`src/rtl/piso_pkg.sv`:
```
// Shared definitions for the parallel-in serial-out shift register.
//   PISO_WIDTH_DEF : default parallel word width
//   MODE_LOAD      : w_piso value that loads d into the register
//   MODE_SHIFT     : w_piso value that shifts the register right by one
//   cnt_w()        : width of a counter able to hold 0..width inclusive
package piso_pkg;

    localparam int unsigned PISO_WIDTH_DEF = 4;

    localparam logic MODE_LOAD  = 1'b0;
    localparam logic MODE_SHIFT = 1'b1;

    function automatic int unsigned cnt_w(input int unsigned width);
        return $clog2(width + 1);
    endfunction

endpackage

```
`src/rtl/piso_shift_counter.sv`:
```
// Counts shifts since the last load/reset, saturating at WIDTH, and flags
// when a whole word has been shifted out.
// Ports:
//   clk   : system clock, rising edge
//   rst   : synchronous active-high reset, clears the count
//   load  : parallel load this edge, clears the count
//   shift : shift this edge, increments the count (saturating)
//   done  : high while count == WIDTH
module piso_shift_counter
    import piso_pkg::*;
#(
    parameter int unsigned WIDTH = PISO_WIDTH_DEF
) (
    input  logic clk,
    input  logic rst,
    input  logic load,
    input  logic shift,
    output logic done
);

    localparam int unsigned CW = cnt_w(WIDTH);
    localparam logic [CW-1:0] CNT_MAX = CW'(WIDTH);

    logic [CW-1:0] cnt_q;
    logic [CW-1:0] cnt_d;

    always_comb begin
        cnt_d = cnt_q;
        if (load) begin
            cnt_d = '0;
        end else if (shift && (cnt_q != CNT_MAX)) begin
            cnt_d = cnt_q + 1'b1;
        end
    end

    always_ff @(posedge clk) begin
        if (rst) begin
            cnt_q <= '0;
        end else begin
            cnt_q <= cnt_d;
        end
    end

    assign done = (cnt_q == CNT_MAX);

endmodule

```
`src/rtl/shift_register_piso.sv`:
```
// Parallel-in serial-out shift register. Loads a WIDTH-bit word when
// w_piso=0 and shifts it out LSB-first on q while w_piso=1, zero filling.
// Optional feature macro: PISO_DONE_EN adds the done output (word fully
// shifted out).
// Ports:
//   clk    : system clock, all state updates on the rising edge
//   rst    : synchronous active-high reset, clears the register
//   w_piso : 0 = parallel load, 1 = shift
//   d      : parallel load data, sampled only when w_piso=0
//   q      : serial output, register bit 0 (combinational)
//   done   : (PISO_DONE_EN only) WIDTH shifts since last load/reset
module shift_register_piso
    import piso_pkg::*;
#(
    parameter int unsigned WIDTH = PISO_WIDTH_DEF
) (
    input  logic             clk,
    input  logic             rst,
    input  logic             w_piso,
    input  logic [WIDTH-1:0] d,
`ifdef PISO_DONE_EN
    output logic             q,
    output logic             done
`else
    output logic             q
`endif
);

    logic [WIDTH-1:0] sr_q;
    logic [WIDTH-1:0] sr_d;

    // Load has priority over shift; rst is handled in the register itself.
    always_comb begin
        sr_d = sr_q;
        if (w_piso == MODE_LOAD) begin
            sr_d = d;
        end else begin
            sr_d = {1'b0, sr_q[WIDTH-1:1]};
        end
    end

    always_ff @(posedge clk) begin
        if (rst) begin
            sr_q <= '0;
        end else begin
            sr_q <= sr_d;
        end
    end

    assign q = sr_q[0];

`ifdef PISO_DONE_EN
    piso_shift_counter #(
        .WIDTH (WIDTH)
    ) u_counter (
        .clk   (clk),
        .rst   (rst),
        .load  (w_piso == MODE_LOAD),
        .shift (w_piso == MODE_SHIFT),
        .done  (done)
    );
`endif

endmodule

```
`config.mk`:
```
export PLATFORM = sky130hd
export DESIGN_NAME = shift_register_piso
export DESIGN_NICKNAME = d
export VERILOG_FILES = /design/src/rtl/piso_pkg.sv /design/src/rtl/piso_shift_counter.sv /design/src/rtl/shift_register_piso.sv
export SDC_FILE = /design/constraint.sdc
export NUM_CORES = 1
export LEC_CHECK = 0
export CAP_MARGIN = 10
export CORE_AREA = 3 3 40 42
export DETAILED_ROUTE_END_ITERATION = 6
export DIE_AREA = 0 0 43 45
export SLEW_MARGIN = 20
export SYNTH_ARGS = -nofsm -noshare
export SYNTH_HDL_FRONTEND = slang
export SYNTH_HIERARCHICAL = 1
export SYNTH_SLANG_ARGS = --single-unit
export TNS_END_PERCENT = 10
```
`constraint.sdc`:
```
create_clock -name clk -period 0.8 [get_ports clk]
set_input_delay 0.16 -clock clk [delete_from_list [all_inputs] [get_ports clk]]
set_output_delay 0.16 -clock clk [all_outputs]
set_load 0.02 [all_outputs]
```
==> flow_summary.yaml <==
floorplanning:
  dieWidth_um: 43
  floorplan.die.height_um: 45
  core_area_um2: 1285
  ios: 8
  rows: 13
  initial_core_util_pct: 10.03
  die_area_um2: 1935
worst_setup_path:
  critPathTopFamily: "flip-flops"
  critical_path_class: "reg2out"
  cp_slowest_cell: "dfxtp_2"
  cp-start-kind: "flop"
  rr_startpoint: "sr_q[3]"
  r2r_slack_ns: 0.22
  end_kind: "output port"
  crit_chain: "buf_6"
  crit_buf_inv: 1
  reg2reg_depth: 2
  cp_data_required_time_ns: 0.64
  path_max_fanout: 1
  crit_path_start: "sr_q[0]"
  slowest_delay_ns: 0.31
  arrival_ns: 0.66
  worstReg2RegEnd: "sr_q[2]"
timing:
  fmax_mhz: 1223
  fin_ws_ns: -0.01757
  worst_pin_slew_ns: 0.2175
  period_minus_slack_ns: 0.8176
  fin_crit_sh_pct: 102.2
  fin_skew_ns: 0.0009464
  slew_headroom_pct: 85.50
  rsz0062_at_grt: "true"
  setup_viol: 1
  hold_viol: 0
  final_max_slew_viol_count: 0
clock_network:
  clk_pin_slew_ns: 0.04
  h-tree-depth: 1
  clockBufferDepth: 2
  cts.sinks: 4
  cts-buffers-inserted: 3
  root_buffer: "clkbuf_4"
  insertion_delay_ns: 0.23
  tritoncts: "done"
synth:
  syn_inst: 11
  synth_commonest_cells: "4 x dfxtp_1, 3 x mux2i_1, 3 x nor2_1, 1 x nor3b_1"
  syn_area_per_cell_um2: 11.72
  synth.distinct_cells: 4
  synth_area_leaders: "dfxtp_1 62%, mux2i_1 23%, nor2_1 8.7%, nor3b_1 5.8%"
  ys.flop_type: "dfxtp_1"
  netlist_area_um2: 128.9
  synth.most_common_cell: "dfxtp_1"
  postSynth.asyncResetShare_pct: 0
  synth-seq-cells: 4
  synth_top_cell_by_area: "dfxtp_1"
  synth-edff-count: 0
  seq_area_frac_synth_pct: 62.14
  synth_top_area_share_pct: 62.14
  synth_fp_nets: 18
  synth_warnings: 6
global_route:
  track_usage_pct: 3.747
  grt_max_degree: 5
  grt_pass1_wl_um: 414
  antenna_found_initial: 0
  grt_pass1_vias: 101
  gr-total-overflow: 0
routing:
  top_layer_used: "met3"
  routed_wl_um: 279
  wire_per_inst_um: 7.750
  met1Wirelength_um: 146
  vias: 109
  drc: 0
  postRouteAntennaNets: 0
  vias_per_cell: 3.028
  drt_iter0_drc: 3
  route.met2.wl_um: 68
  drt_first_pass_iters: 2
  met3WireLength_um: 64
cells_and_area:
  multi_input_area_um2: 48.80
  seqCellArea_um2: 81.33
  num-fill-cells: 140
  nNetsFinal: 30
  finalInstanceArea_um2: 241.5
  largest_register_ff_count: 4
  reg.largest.list: "sr_q (4)"
  largest-register: "sr_q"
  antenna_cells: 0
  area_growth_pct: 87.38
  drive_above_1_share_pct: 23.81
  finalNonFillerCells: 36
job:
  maxCapViolCount: 0
placement:
  dp_hpwl_um: 210.9
  placed_cells: 33
  gp_congestion: 0.6384
  post_dp_cell_area_um2: 217.7
  port_buffers: 7
power_and_ir_drop:
  switching_share_pct: 19.58
  pwr-share-clk_pct: 47.6
  intPower_w: 0.0004181
  pwr-share-comb_pct: 11.1
  total_power_w: 0.0005199
  ir_worst_vdd_mv: 0.8698
  p_switching_w: 0.0001018
  p_per_area_nw_per_um2: 2153
  power_frac_seq_pct: 41.3
  p_leak_nw: 0.1026
worst_hold_path:
  min_path_cells: 2
  hold_end: "sr_q[3]"
  min_from: "w_piso"
  hold_class: "in2reg"
run_status:
  status: "finished, violations left"
  failed_checks: "negative setup slack"
[layer usage]
metal  track usage (%)  vias up
met5                 0        -
met4             1.807        0
met3             6.773        0
met2             2.096       10
met1             4.337       42
li1                  -       57
[per-stage QoR]
| stage | TNS [ns] | hold WS (ns) | setup WS (ns) | utilization [%] |
|---|---|---|---|---|
| after floorplan | 0 | 0.2324 | 0.2449 | - |
| after CTS | -0.02682 | 0.3707 | -0.02682 | 18.79 |
| after global placement | -1.385 | 0.4499 | -0.3293 | 16.94 |
| final | -0.01757 | 0.3753 | -0.01757 | 18.79 |
| after detailed placement | -1.392 | 0.4566 | -0.3287 | 16.94 |
| after global routing | -0.04652 | 0.3952 | -0.04652 | 18.79 |
[cell families after synthesis]
kind of cell	share of synthesized area, %
and+or+nand+nor	14.56
DFF	62.14
muxes	23.30
[final cells by class]
type / count / area share [%]
Sequential cell: 4 / 33.68
Multi-Input combinational cell: 7 / 20.21
Timing Repair Buffer: 7 / 29.02
Tap cell: 15 / 7.772
Clock buffer: 3 / 9.326
[power by group through the flow]
stage	registers, W	logic (W)	clock network (W)
floorplan	0.000220	0.0000139	0
global placement	0.000217	0.0000596	0
detailed placement	0.000217	0.0000594	0
CTS	0.000215	0.0000585	0.000263
global route	0.000216	0.0000617	0.000286
finish	0.000215	0.0000576	0.000247
[cell usage in the layout (no fill, tap or decap)]
cell type,n
buf_6,1
mux2i_1,3
dfxtp_1,3
clkbuf_4,3
nor3b_1,1
dfxtp_2,1
nor2_1,3
clkdlybuf4s50_1,5
dlygate4sd2_1,1
[worst register-to-register path, stage by stage, from the launching register on]
cell	delay, ns
dfxtp_1	0.30
mux2i_1	0.12
nor2_1	0.05
[repair_timing]
| action | CTS | global route |
|---|---|---|
| setup endpoints to repair | 4 | 1 |
| setup buffers | 0 | 0 |
| pin swaps | 0 | 0 |
| hold buffers | 0 | 0 |
| gates resized for setup | 8 | 0 |
[how the worst max path moves through the flow]
| stage | end | slack, ns | depth (start not counted) |
|---|---|---|---|
| 6_report | q | -0.02 | 1 |
| 5_1_grt | q | -0.05 | 1 |
| 4_1_cts | q | -0.03 | 1 |
| 3_5_place_dp | sr_q[1] | -0.33 | 3 |
| 3_3_place_gp | sr_q[2] | -0.33 | 3 |
| 2_1_floorplan | q | 0.24 | 0 |
(Power assumes the default switching activity.)
